## src/rtl/cfu_wb_dot_pkg.sv

```systemverilog
// Shared opcodes, FSM states and constants for the cfu_wb_dot dot-product CFU.
package cfu_wb_dot_pkg;

  typedef enum logic [2:0] {
    OP_SET_LEN    = 3'd0,
    OP_DOT        = 3'd1,
    OP_SET_OFFSET = 3'd2,
    OP_STATUS     = 3'd3
  } op_e;

  typedef enum logic [2:0] {
    StIdle,
    StRdA,
    StRdB,
    StMac,
    StResp
  } state_e;

  localparam logic [31:0] ERR_RESULT = 32'h8000_0000;

endpackage

```

## src/rtl/cfu_lane_mac.sv

```systemverilog
// Combinational signed packed-lane multiply and adder tree.
// Each A lane is offset before the multiply; pass zero to get a plain dot product.
module cfu_lane_mac #(
  parameter int unsigned LANES = 4,
  parameter int unsigned ACC_W = 32
) (
  input  logic [31:0]               a,
  input  logic [31:0]               b,
  input  logic signed [32/LANES:0]  offset,
  output logic [ACC_W-1:0]          sum
);

  localparam int unsigned W = 32 / LANES;

  logic signed [ACC_W-1:0] prod [LANES];

  for (genvar i = 0; i < LANES; i++) begin : g_lane
    // W+2 bits hold sext(lane) + a (W+1)-bit offset without overflow.
    logic signed [W+1:0]   av;
    logic signed [W+1:0]   bv;
    logic signed [2*W+1:0] p;
    assign av = (W+2)'(signed'(a[i*W +: W])) + (W+2)'(offset);
    assign bv = (W+2)'(signed'(b[i*W +: W]));
    assign p  = (2*W+2)'(av) * (2*W+2)'(bv);
    assign prod[i] = ACC_W'(p);
  end

  always_comb begin
    sum = '0;
    for (int i = 0; i < LANES; i++) begin
      sum = sum + prod[i];
    end
  end

endmodule

```

## src/rtl/cfu_wb_dot.sv

```systemverilog
// CFU that fetches LEN word pairs over Wishbone and returns their packed-lane dot product.
// Define CFU_DOT_INPUT_OFFSET_EN to add the SET_OFFSET opcode and per-lane A offset.
module cfu_wb_dot
  import cfu_wb_dot_pkg::*;
#(
  parameter int unsigned LANES   = 4,
  parameter int unsigned MAX_LEN = 1024,
  parameter int unsigned ACC_W   = 32
) (
  input  logic        clk,
  input  logic        reset,
  input  logic        cmd_valid,
  output logic        cmd_ready,
  input  logic [9:0]  cmd_payload_function_id,
  input  logic [31:0] cmd_payload_inputs_0,
  input  logic [31:0] cmd_payload_inputs_1,
  output logic        rsp_valid,
  input  logic        rsp_ready,
  output logic [31:0] rsp_payload_outputs_0,
  output logic [29:0] cfu_ram_adr,
  output logic [31:0] cfu_ram_dat_mosi,
  output logic [3:0]  cfu_ram_sel,
  output logic        cfu_ram_cyc,
  output logic        cfu_ram_stb,
  output logic        cfu_ram_we,
  output logic [2:0]  cfu_ram_cti,
  output logic [1:0]  cfu_ram_bte,
  input  logic [31:0] cfu_ram_dat_miso,
  input  logic        cfu_ram_ack,
  input  logic        cfu_ram_err
);

  localparam int unsigned W  = 32 / LANES;
  localparam int unsigned LW = $clog2(MAX_LEN) + 1;
  localparam logic [31:0] MAX_LEN_W = 32'(MAX_LEN);

  state_e           state;
  logic [LW-1:0]    len;
  logic [LW-1:0]    cnt;
  logic [29:0]      ptr_a;
  logic [29:0]      ptr_b;
  logic [31:0]      word_a;
  logic [31:0]      word_b;
  logic [ACC_W-1:0] acc;
  logic [ACC_W-1:0] lane_sum;
  logic             err_sticky;
  logic [LW-1:0]    len_sat;
  logic [31:0]      result;
  logic signed [W:0] offset;
  logic             unused;

  assign cfu_ram_dat_mosi = '0;
  assign cfu_ram_sel      = 4'b1111;
  assign cfu_ram_we       = 1'b0;
  assign cfu_ram_cti      = '0;
  assign cfu_ram_bte      = '0;

  assign cmd_ready = (state == StIdle) && !rsp_valid;
  assign len_sat   = (cmd_payload_inputs_0 > MAX_LEN_W) ? MAX_LEN_W[LW-1:0]
                                                        : cmd_payload_inputs_0[LW-1:0];
  assign result    = 32'(signed'(acc));
  assign unused    = ^{cmd_payload_function_id[9:3], cmd_payload_inputs_1[1:0]};

  cfu_lane_mac #(
    .LANES (LANES),
    .ACC_W (ACC_W)
  ) u_lane_mac (
    .a      (word_a),
    .b      (word_b),
    .offset (offset),
    .sum    (lane_sum)
  );

`ifdef CFU_DOT_INPUT_OFFSET_EN
  always_ff @(posedge clk or posedge reset) begin
    if (reset) begin
      offset <= '0;
    end else if (cmd_valid && cmd_ready && (cmd_payload_function_id[2:0] == OP_SET_OFFSET)) begin
      offset <= signed'(cmd_payload_inputs_0[W:0]);
    end
  end
`else
  assign offset = '0;
`endif

  always_ff @(posedge clk or posedge reset) begin
    if (reset) begin
      state                 <= StIdle;
      len                   <= LW'(1);
      cnt                   <= '0;
      ptr_a                 <= '0;
      ptr_b                 <= '0;
      word_a                <= '0;
      word_b                <= '0;
      acc                   <= '0;
      err_sticky            <= 1'b0;
      rsp_valid             <= 1'b0;
      rsp_payload_outputs_0 <= '0;
      cfu_ram_adr           <= '0;
      cfu_ram_cyc           <= 1'b0;
      cfu_ram_stb           <= 1'b0;
    end else begin
      if (rsp_valid && rsp_ready) begin
        rsp_valid <= 1'b0;
      end
      unique case (state)
        StIdle: begin
          if (cmd_valid && cmd_ready) begin
            case (cmd_payload_function_id[2:0])
              OP_SET_LEN: begin
                len                   <= len_sat;
                rsp_valid             <= 1'b1;
                rsp_payload_outputs_0 <= 32'(len_sat);
              end
              OP_DOT: begin
                ptr_a <= cmd_payload_inputs_0[31:2];
                ptr_b <= cmd_payload_inputs_1[31:2];
                cnt   <= len;
                acc   <= '0;
                if (len == '0) begin
                  state <= StResp;
                end else begin
                  state       <= StRdA;
                  cfu_ram_adr <= cmd_payload_inputs_0[31:2];
                  cfu_ram_cyc <= 1'b1;
                  cfu_ram_stb <= 1'b1;
                end
              end
              OP_STATUS: begin
                rsp_valid             <= 1'b1;
                rsp_payload_outputs_0 <= {31'b0, err_sticky};
                err_sticky            <= 1'b0;
              end
              default: begin
                rsp_valid             <= 1'b1;
                rsp_payload_outputs_0 <= '0;
              end
            endcase
          end
        end
        StRdA, StRdB: begin
          // err takes priority over a simultaneous ack.
          if (cfu_ram_err) begin
            err_sticky            <= 1'b1;
            cfu_ram_cyc           <= 1'b0;
            cfu_ram_stb           <= 1'b0;
            rsp_valid             <= 1'b1;
            rsp_payload_outputs_0 <= ERR_RESULT;
            state                 <= StIdle;
          end else if (cfu_ram_ack) begin
            if (state == StRdA) begin
              word_a      <= cfu_ram_dat_miso;
              cfu_ram_adr <= ptr_b;
              state       <= StRdB;
            end else begin
              word_b      <= cfu_ram_dat_miso;
              cfu_ram_cyc <= 1'b0;
              cfu_ram_stb <= 1'b0;
              state       <= StMac;
            end
          end
        end
        StMac: begin
          acc   <= acc + lane_sum;
          ptr_a <= ptr_a + 30'd1;
          ptr_b <= ptr_b + 30'd1;
          cnt   <= cnt - LW'(1);
          if (cnt != LW'(1)) begin
            cfu_ram_adr <= ptr_a + 30'd1;
            cfu_ram_cyc <= 1'b1;
            cfu_ram_stb <= 1'b1;
            state       <= StRdA;
          end else begin
            state <= StResp;
          end
        end
        StResp: begin
          rsp_valid             <= 1'b1;
          rsp_payload_outputs_0 <= result;
          state                 <= StIdle;
        end
        default: state <= StIdle;
      endcase
    end
  end

endmodule

```

## config.mk

```make
export PLATFORM = sky130hd
export DESIGN_NAME = cfu_wb_dot
export DESIGN_NICKNAME = d
export VERILOG_FILES = /design/src/rtl/cfu_wb_dot_pkg.sv /design/src/rtl/cfu_lane_mac.sv /design/src/rtl/cfu_wb_dot.sv
export SDC_FILE = /design/constraint.sdc
export NUM_CORES = 1
export LEC_CHECK = 0
export BUFFER_PORTS_ARGS = -buffer_cell sky130_fd_sc_hd__buf_4
export CORE_MARGIN = 4
export CORE_UTILIZATION = 30
export CTS_CLUSTER_SIZE = 20
export DETAILED_ROUTE_END_ITERATION = 6
export PLACE_DENSITY = 0.43
export SETUP_SLACK_MARGIN = 0.2
export SLEW_MARGIN = 30
export SYNTH_ARGS = -nofsm -noshare
export SYNTH_HDL_FRONTEND = slang
export SYNTH_HIERARCHICAL = 1
export SYNTH_SLANG_ARGS = --single-unit
```

## constraint.sdc

```tcl
create_clock -name clk -period 24.4 [get_ports clk]
set_input_delay 0 -clock clk [delete_from_list [all_inputs] [get_ports clk]]
set_output_delay 0 -clock clk [all_outputs]
set_load 0.02 [all_outputs]
```

==> results of run 1 <==
## registers in the layout, indices dropped and copies added (netlist names)
signal,cells
cfu_ram_stb,1
word_b,32
ptr_b,30
rsp_payload_outputs_0,32
cfu_ram_adr,30
word_a,32
rsp_valid,1
ptr_a,30
err_sticky,1
len,11
acc,32
cnt,11
state,3
## how the worst max path moves through the flow
stage                     from      end  depth (start not counted)
finish               word_a[7]  acc[31]                         33
global route         word_a[7]  acc[31]                         33
CTS                  word_a[7]  acc[31]                         32
detailed placement   word_a[7]  acc[31]                         32
global placement     word_a[7]  acc[31]                         33
floorplan           word_a[15]  acc[31]                         37
## critical path: cells and delay by family (launching register included)
family	cells	cell delay [ns]
compound gates	10	2.48
fa+ha+maj	11	5.73
xor+xnor	2	0.46
buf+inv	5	0.47
flops	1	0.39
simple gates	5	1.00
## through the flow
step                setup slack (ns)  cells
floorplan                      14.94   3085
finish                         13.76   4518
detailed placement             13.72   4353
global placement               13.80   4352
global route                   13.03   4517
CTS                            13.68   4517
## per-layer routing
| layer | global-route usage (%) | up-vias | part of all wire (%) |
|---|---|---|---|
| li1 | - | 10176 | - |
| met1 | 23.8 | 10866 | 46 |
| met2 | 28.3 | 408 | 48 |
| met3 | 2.07 | 78 | 4.2 |
| met4 | 3.16 | 0 | 1.6 |
| met5 | 0 | - | 0 |
## cell type report
cell class	instances	share of cell area, %
flip-flops and latches	246	18.7
diodes	1	0.00760
clock inverters	10	0.395
inverters	486	5.58
well taps	1254	4.76
multi-input cells	2186	60.2
repair buffers	290	7.52
clock buffers	45	2.83
## kinds of logic after synthesis
family,Yosys count
AO/OA/AOI/OAI,517
XOR/XNOR,111
adder cells (fa/ha/maj),567
buffers and inverters,653
flip-flops,246
multiplexers,83
other,2
AND/OR/NAND/NOR,828
## cells in the mapped netlist (all sizes together), types with 9 or more instances
library cell | count | area share (%)
a31oi | 9 | 0.20
fa | 385 | 27
nor3b | 10 | 0.28
a21oi | 109 | 1.9
nand4 | 11 | 0.24
a21o | 23 | 0.61
nand2b | 42 | 0.93
inv | 486 | 6.4
o21a | 12 | 0.32
nor2 | 138 | 1.8
mux2i | 12 | 0.42
mux2 | 71 | 2.8
nor4 | 15 | 0.38
ha | 182 | 8.1
nand2 | 236 | 3.1
a211oi | 24 | 0.64
a22oi | 13 | 0.35
xnor2 | 78 | 2.4
or3 | 9 | 0.20
o22ai | 19 | 0.42
a21boi | 16 | 0.42
a311oi | 14 | 0.43
and2 | 144 | 3.2
dfrtp | 245 | 22
nor3 | 32 | 0.58
nand3 | 90 | 1.7
xor2 | 33 | 1.0
a22o | 21 | 0.65
o211ai | 9 | 0.24
clkbuf | 89 | 1.2
and3 | 32 | 0.74
a222oi | 26 | 0.92
o21bai | 13 | 0.35
buf | 78 | 1.8
nor2b | 38 | 0.84
o21ai | 165 | 2.9
or2 | 11 | 0.24
==> summary.md, run 1 <==
| Metric | Value |
|---|---|
| Status | finished with violations |
| R2r setup slk | approximately 14 ns |
| Root buf cell | clkbuf_16 |
| Worst-margin pin slew | around 0.96 ns |
| Vias in the first global route | approximately 23000 |
| Post-Route WL | between 80 and 90 mm |
| DR iter-0 viols | approximately 1300 |
| Post-route cell area | 32900 sq um |
| Vias/cell | roughly 4.8 |
| Die Y | 315 microns |
| Cell mode on critical path | fa_1 |
| DR pass1 iterations | 7 |
| Period utilisation layout | 43.6% |
| Row count | between 100 and 150 |
| Gpl congestion | between 0.8 and 0.9 |
| TritonCTS Buffers | 34 |
| Largest net degree at the start of global routing | 127 |
| Commonest non-fill, non-tap cell in the layout | inv_1 |
| Placed cell areas | between 30000 and 40000 sq um |
| Via count | about 22000 |
| Synth Area in Adders | 35.3% |
| Crit path max fanout | 19 |
| Multi-input gate area | just under 20000 sq um |
| Die area | 99300 sq um |
| CTS tree | done |
| Synth Flop Type | dfrtp_1 |
| Hold Slack | around 0.094 ns |
| Unique masters post-synth | 76 |
| Worst-skew pair later-pin latency | around 0.57 ns |
| Chip Width | approximately 320 microns |
| Largest family of logic cells by synthesized area | adder cells |
| Clk_skew | about 0.028 ns |
| Fin crit period | 10.64 ns |
| Drt wl/cell | 18.3 microns |
| Initial Util | 30.3% |
| Cts repair resizes | 0 |
| Hold Vio Cnt, Final | 0 |
| Rel. slew slack | roughly 36% |
| Synth warn | 6 |
| Drt drc | 15 |
| Final setup viols | 0 |
| Grt total ovfl | 0 |
| Crit path kind | register to register |
| Average cell area after synthesis | between 9 and 10 sq um |
| Fill cells | roughly 9600 |
| Total Neg Setup Slack | 0 ns |
| Most frequent cells in the layout | inv_1, fa_1, dfrtp_1 |
| Gate Count Post-Synth | around 3000 |
| Clock transition at path regs | roughly 0.060 ns |
| Critical R2R Capture | acc[31] |
| Reg-to-reg startpoint | word_a[7] |
| Post-detail-place hpwl | ~66 mm |
| Final Max Tran Viols | 0 |
| Proportion of synthesized area in mux cells | approximately 3.3% |
| Overall Global Routing Usage | around 17% |
| Hold-fix buffers, CTS | about 110 |
| I/O pin cnt | 220 |
| Critical Path RT | ~25 ns |
| Clock Sinks | 246 |
| Async set or reset register ratio after synthesis | 100% |
| Register area share after synthesis | between 20 and 25% |
| Mapped cell area | around 28000 sq um |
| Depth of the worst register-to-register path | 33 |
| Xor/xnor share of the synthesized area | 3.44% |
| Simple-gate portion of the synthesized area | about 15% |
| Max_cap viols | 0 |
| Antenna-violating nets left | 0 |
| RSZ-0062 raised after global routing | no |
| First-pass GRT wire length | 133 mm |
| CP startpoint kind | register |
| Synth Area in Compound Gates | 11.9% |
| Crit path arrival time | 11.08 ns |
| Share of cells above drive strength 1 | 10.5% |
| Port Buffers | approximately 170 |
| CP max-delay cell | fa_1 |
| # H-tree levels | 2 |
| Register Area | 6160 sq um |
| Final net count | 3923 |
| Setup bufs post-CTS | 0 |
| Initial antenna violation count | 0 |
| Worst-case clock buffer depth | 3 |
| Layout area overhead | 16.4% |
| Critical Path Max Stage Delay | just over 0.6 ns |
| Hold Crit Class | primary input to async pin |
| CP Capture Type | register |
| Failing checks | DRC |
| Fmax | around 0.094 GHz |
| Post-synth EDFFs | 0 |
| Synth Register Bits | about 250 |
| Finished Core Util | a little over a third |
| Core area | between 90000 and 100000 sq um |
Power of run 1 is not shown: default switching activity piles up to over one toggle a cycle in this logic, so the estimate is an artifact.
==> run 2: changes to the inputs <==
Settings changed: ABC_AREA from default to 1, PLACE_DENSITY 0.43 to 0.42.
Clock period 24.4 ns to 10.19 ns, I/O delays scaled along.
==> run 2 against run 1 <==
  * The run now ends clean
  * Die area is 6.2% higher
  * Utilization rose by 0.19 points
  * First-iteration DRC count grew 17%
  * Register-to-register slack got worse by 13 ns
  * Wire length grew 19%
  * Sequential cell count unchanged
  * Cell count rose by 24%
  * Count of clock-buffer cells in the layout up 1
  * Sequential share of layout area shrank 1.1 points
  * Critical path depth is 3 higher
  * Synthesized cell count increased by 33%
  * Final area rose by 6.5%
  * Largest cell class unchanged
==> summary.md, run 2 <==
| Metric | Value |
|---|---|
| Status | finished, final reports clean |
| Drt drc | 0 (-15) |
| Rel. slew slack | 40.9% (+5.2 points) |
| Synth area leader | fa_1 |
| Critical Path Max Stage Delay | 0.57 ns (-0.05 ns) |
| Crit path arrival time | 9.72 ns (-1.36 ns) |
| Root buf cell | clkbuf_16 |
| Commonest cells in the netlist | nand2_1, inv_1, nor2_1, fa_1, dfrtp_1 |
| Async set or reset register ratio after synthesis | 100% (unchanged) |
| Die Y | 325 microns (+3.1%) |
| TritonCTS Buffers | 35 (+2.9%) |
| Antenna-violating nets left | 0 (unchanged) |
| Layout area overhead | 16.5% (about the same) |
| Drt wl/cell | 17.5 microns (-4.4%) |
| DR pass1 iterations | 5 (-2) |
| Period utilisation layout | 90.9% (+47 points) |
| Via count | 25592 (+19%) |
| Commonest non-fill, non-tap cell in the layout | nand2_1 |
| First-pass GRT wire length | 155 mm (+17%) |
| Fmax | 0.108 GHz (+15%) |
| Post-synth EDFFs | 0 (unchanged) |
| Place WS | 0.412 ns (-13.30 ns) |
| # H-tree levels | 2 (unchanged) |
| Clock Sinks | 246 (unchanged) |
| Unique masters post-synth | 55 (-28%) |
| Clock transition at path regs | 0.06 ns (about the same) |
| Top Family by Delay on Critical Path | adder cells |
| Met2 WL | 45.9 mm (+16%) |
| Fin worst setup slack | 0.929 ns (-12.84 ns) |
| Die area | 105000 sq um (+6.2%) |
| CP startpoint kind | register |
| Synth warn | 6 (unchanged) |
| Port Buffers | 168 (unchanged) |
| Worst-case clock buffer depth | 3 (unchanged) |
| Synth Register Bits | 246 (unchanged) |
| Most common cell in the netlist | nand2_1 |
| Chip Width | 325 microns (+3.1%) |
| Max_cap viols | 0 (unchanged) |
| Hold Vio Cnt, Final | 0 (unchanged) |
| Clk_skew | 0.0232 ns (-0.00446 ns) |
| Gpl congestion | 0.876 (+4.2%) |
| Average cell area after synthesis | 7.50 sq um (-20%) |
| Setup bufs post-CTS | 0 (unchanged) |
| CTS tree | done |
| CP max-delay cell | fa_1 |
| Hold Crit Class | primary input to async pin |
| Final net count | 4980 (+27%) |
| Crit path kind | register to register |
| Mapped cell area | 30100 sq um (+6.4%) |
| CP Capture Type | register |
| Post-detail-place hpwl | 80.3 mm (+22%) |
| Fin crit period | 9.26 ns (-1.37 ns) |
| Final setup viols | 0 (unchanged) |
| Overall Global Routing Usage | 18.8% (+1.8 points) |
| Largest net degree at the start of global routing | 88 (-31%) |
| Grt total ovfl | 0 (unchanged) |
| Critical Path RT | 10.65 ns (-14.19 ns) |
| Post-Route WL | 98.2 mm (+19%) |
| M1 wire length | 46.7 mm (+22%) |
| Vias in the first global route | 26266 (+15%) |
| Row count | 115 (+2.7%) |
| I/O pin cnt | 220 (unchanged) |
| Met3 WL post-DR | 3.81 mm (+9.0%) |
| Top cells by area, synth | fa_1, dfrtp_1, nand2_1 |
| Worst-skew pair later-pin latency | 0.60 ns (+0.03 ns) |
| Initial Util | 30.4% (+0.14 points) |
| Core area | 99000 sq um (+5.9%) |
| Crit path max fanout | 7 (-12) |
| Gate Count Post-Synth | 4012 (+33%) |
| RSZ-0062 raised after global routing | no |
| Synth Flop Type | dfrtp_1 |
| Max Used Layer | met4 |
| Worst path bufs/invs | 8 (+3) |
| Yosys top cell area share | 25.6% (-1.6 points) |
| Most frequent cells in the layout | nand2_1, inv_1, nor2_1 |
| Register area share after synthesis | 20.5% (-1.3 points) |
| Vias/cell | 4.56 (-4.3%) |
| DR iter-0 viols | 1482 (+17%) |
| Worst-margin pin slew | 0.882 ns (-0.0746 ns) |
| Initial antenna violation count | 0 (unchanged) |
| Final Max Tran Viols | 0 (unchanged) |
| Share of cells above drive strength 1 | 7.33% (-3.2 points) |
| Ant. Diodes | 0 (-1) |
| Total Neg Setup Slack | 0 ns (unchanged) |
[run 2: cell count changes in the layout (fill, tap and decap cells not counted), moves of 72 or more]
cell	before	now
nand2_1	233	939
inv_1	485	881
nor2_1	135	408
and2_1	144	4
nand3_1	86	182
xnor2_1	78	6
[run 2: layout make-up]
class	instances	area (sq um)
clock buffers	46	967
clock inverters	15	195
fillers	10724	63900
inverters	896	3370
multi-input cells	2815	20100
flip-flops and latches	246	6160
well taps	1287	1610
repair buffers	307	2620
[run 2: timing repair]
action / CTS / global route
endpoints found under the hold margin: 265 / 0
resized for setup: 0 / 4
setup endpoints to repair: 0 / 13
hold buffers: 118 / 0
[run 2: cells by family after synthesis]
group                      after synthesis  synth area share, %
DFF                                    246                 20.5
and+or+nand+nor                       1696                 23.2
other                                    2               0.0250
xor gates and xnor gates                32                 1.03
buffers and inverters                 1029                 13.7
AOI/OAI and AO/OA                      440                 8.44
adders and majority gates              567                 33.2
[run 2: worst paths after layout]
kind                                     start                        end  slack [ns]  depth (start not counted)
worst max-delay path                word_a[23]                    acc[20]        0.93                         36
worst min-delay path                     reset  rsp_payload_outputs_0[26]        0.01                          3
worst max register to register      word_a[23]                    acc[20]        0.93                         36
worst min register to register  cfu_ram_adr[9]             cfu_ram_adr[9]        0.48                          2
max in group asynchronous                reset                 word_a[15]        8.05                          5
min in group clk                     rsp_ready                  rsp_valid        0.14                          3
[run 2: through the flow]
step,utilization (%),cells,hold slack (ns),instance area [sq um]
2_1_floorplan,-,4090,0.0964,30400
3_3_place_gp,33.0,5432,0.144,32700
3_5_place_dp,33.0,5433,0.141,32700
4_1_cts,35.4,5612,0.0453,35100
5_1_grt,35.4,5612,0.0830,35100
6_report,35.4,5612,0.0107,35100
[run 2: layer usage]
metal	vias up	GRT usage, %
met5	-	0
met4	0	3.90
met3	73	2.56
met2	448	30.7
met1	12358	26.5
li1	12713	-
[run 2: worst reg2reg max path: cells and delay by family, from the launching register on]
kind	cells	cell delay [ns]
buffers and inverters	8	0.65
and+or+nand+nor	12	2.05
adders and majority gates	11	5.12
DFF	1	0.37
AOI/OAI and AO/OA	5	0.92
Power of run 2 is left out for the same reason.
==> run 3: changes to the inputs <==
Settings changed: CORE_MARGIN 4 to 2, CTS_CLUSTER_DIAMETER from default to 60.
==> run 3 against run 2 <==
  * Worst hold slack improved by 0.096 ns
  * Register-to-register slack improved by 0.03 ns
  * Via count rose by 0.57%
  * Non-clock buffer count rose by 1
  * Sequential share of layout area fell by 0.18 points
  * Critical path type unchanged
==> summary.md, run 3 (synthesis results as in run 2) <==
| Metric | Value |
|---|---|
| Via count | 25738 (+0.57%) |
| WHS Path Cells | 3 |
| Share of cells above drive strength 1 | 7.81% (+0.48 points) |
| Layout area overhead | 17.8% |
| Post-detail-place hpwl | 80.2 mm (about the same) |
| Overall Global Routing Usage | 19.5% (+0.75 points) |
| Post-route cell area | 35400 sq um (+1.1%) |
| Reg-to-reg startpoint | word_a[23] |
| Final Max Tran Viols | 0 (unchanged) |
| Core area | 99700 sq um (+0.72%) |
| Initial antenna violation count | 1 (+1) |
| Worst-margin pin slew | 0.888 ns (+0.00611 ns) |
| Die Y | 321 microns (-1.2%) |
| Ant. Diodes | 0 (unchanged) |
| Port Buffers | 168 (unchanged) |
| Rel. slew slack | 40.4% (-0.41 points) |
| Crit path kind | register to register |
| Critical Path Max Stage Delay | 0.60 ns (+0.03 ns) |
| Max_cap viols | 0 (unchanged) |
| I/O pin cnt | 220 (unchanged) |
| # H-tree levels | 2 (unchanged) |
| Post-Route WL | 98.2 mm (about the same) |
| Antenna-violating nets left | 0 (unchanged) |
| First-pass GRT wire length | 155 mm (-0.57%) |
| Final setup viols | 0 (unchanged) |
| Period utilisation layout | 90.6% (-0.29 points) |
| R2r setup slk | 0.96 ns (+0.03 ns) |
| RSZ-0062 raised after global routing | no |
| Root buf cell | clkbuf_16 |
| TritonCTS Buffers | 42 (+20%) |
| Critical R2R Capture | acc[28] |
| HP Start | rsp_ready |
| Clk_skew | 0.0623 ns (+0.0391 ns) |
| Row count | 116 (+0.87%) |
| Vias in the first global route | 26215 (-0.19%) |
| Critical Path RT | 10.69 ns (+0.04 ns) |
| Chip Width | 321 microns (-1.2%) |
| Fill cells | 10689 (-0.33%) |
| CP startpoint kind | register |
| Crit path max fanout | 12 (+5) |
| Drt drc | 0 (unchanged) |
| Depth of the worst register-to-register path | 37 (+2.8%) |
| Hold Crit Class | primary input to register |
| Die area | 103000 sq um (-2.4%) |
| DR pass1 iterations | 7 (+2) |
| Gpl congestion | 0.873 (-0.26%) |
| Largest net degree at the start of global routing | 75 (-15%) |
| Fmax | 0.108 GHz (+0.32%) |
| CTS tree | done |
| Commonest non-fill, non-tap cell in the layout | nand2_1 |
| Status | finished, final reports clean |
| CP Capture Type | register |
| Initial Util | 30.2% (-0.22 points) |
| Hold endpoint | rsp_valid |
| Clock transition at path regs | 0.06 ns (about the same) |
| Vias/cell | 4.56 (about the same) |
| DR iter-0 viols | 1489 (+0.47%) |
| Total Neg Setup Slack | 0 ns (unchanged) |
| Grt total ovfl | 0 (unchanged) |
| Placed cell areas | 32700 sq um (about the same) |
| Crit path arrival time | 9.73 ns (about the same) |
| Drt wl/cell | 17.4 microns (-0.44%) |
| Worst-case clock buffer depth | 3 (unchanged) |
| Fin crit period | 9.23 ns (-0.0294 ns) |
| Clock Sinks | 246 (unchanged) |
| Setup bufs post-CTS | 0 (unchanged) |
| Worst-skew pair later-pin latency | 0.64 ns (+0.04 ns) |
| Hold Vio Cnt, Final | 0 (unchanged) |
| CP max-delay cell | fa_1 |
| Most frequent cells in the layout | nand2_1, inv_1, nor2_1 |
| Final net count | 4988 (+0.16%) |
[run 3: cell count changes in the layout (fill, tap and decap cells not counted), sizes merged]
cell         before  now
clkbuf           46   49
clkinv            9   12
dlygate4sd3     118  116
bufinv            3    4
buf             189  192
inv             896  905
[run 3: worst max-delay path, delay by kind of cell (launching register included)]
family | cells | cell delay (ns)
AND/OR/NAND/NOR | 18 | 2.53
flip-flops | 1 | 0.37
adder cells (fa/ha/maj) | 11 | 5.32
buffers and inverters | 7 | 0.66
AO/OA/AOI/OAI | 1 | 0.16
[run 3: worst max-delay path by stage]
stage	startpoint	to	slack, ns
detailed placement	word_a[23]	acc[28]	0.42
global placement	word_a[23]	acc[28]	0.49
floorplan	word_a[23]	acc[26]	1.63
global route	word_a[23]	acc[28]	0.27
CTS	word_a[23]	acc[28]	0.38
finish	word_a[23]	acc[28]	0.96
[run 3: through the flow]
step | cells | util, % | hold WS, ns | setup slack, ns
floorplan | 4090 | - | 0.0964 | 1.63
global placement | 5446 | 32.8 | 0.0490 | 0.493
detailed placement | 5446 | 32.8 | 0.0450 | 0.421
CTS | 5639 | 35.5 | 0.0630 | 0.378
global route | 5640 | 35.5 | 0.0785 | 0.273
finish | 5640 | 35.5 | 0.107 | 0.958
[run 3: repair_timing]
item | in CTS | in global routing
hold endpoints to repair | 242 | 0
resized for setup | 0 | 3
hold buffers | 116 | 0
endpoints found under the setup margin | 0 | 13
[run 3: area by class of cell]
class,instances,area [sq um],share of cell area (%)
Multi-Input combinational cell,2815,20100,56.9
Timing Repair Buffer,308,2630,7.41
Sequential cell,246,6160,17.4
Clock buffer,49,1120,3.15
Clock inverter,28,393,1.11
Inverter,896,3370,9.52
Tap cell,1298,1620,4.58
[run 3: routing by layer]
layer	track usage (%)	vias up	routed length (microns)
met1	27.5	12467	46400
li1	-	12727	-
met2	32.0	458	46200
met3	2.39	86	3610
met4	4.13	0	1970
met5	0	-	0
Power of run 3 is left out for the same reason.
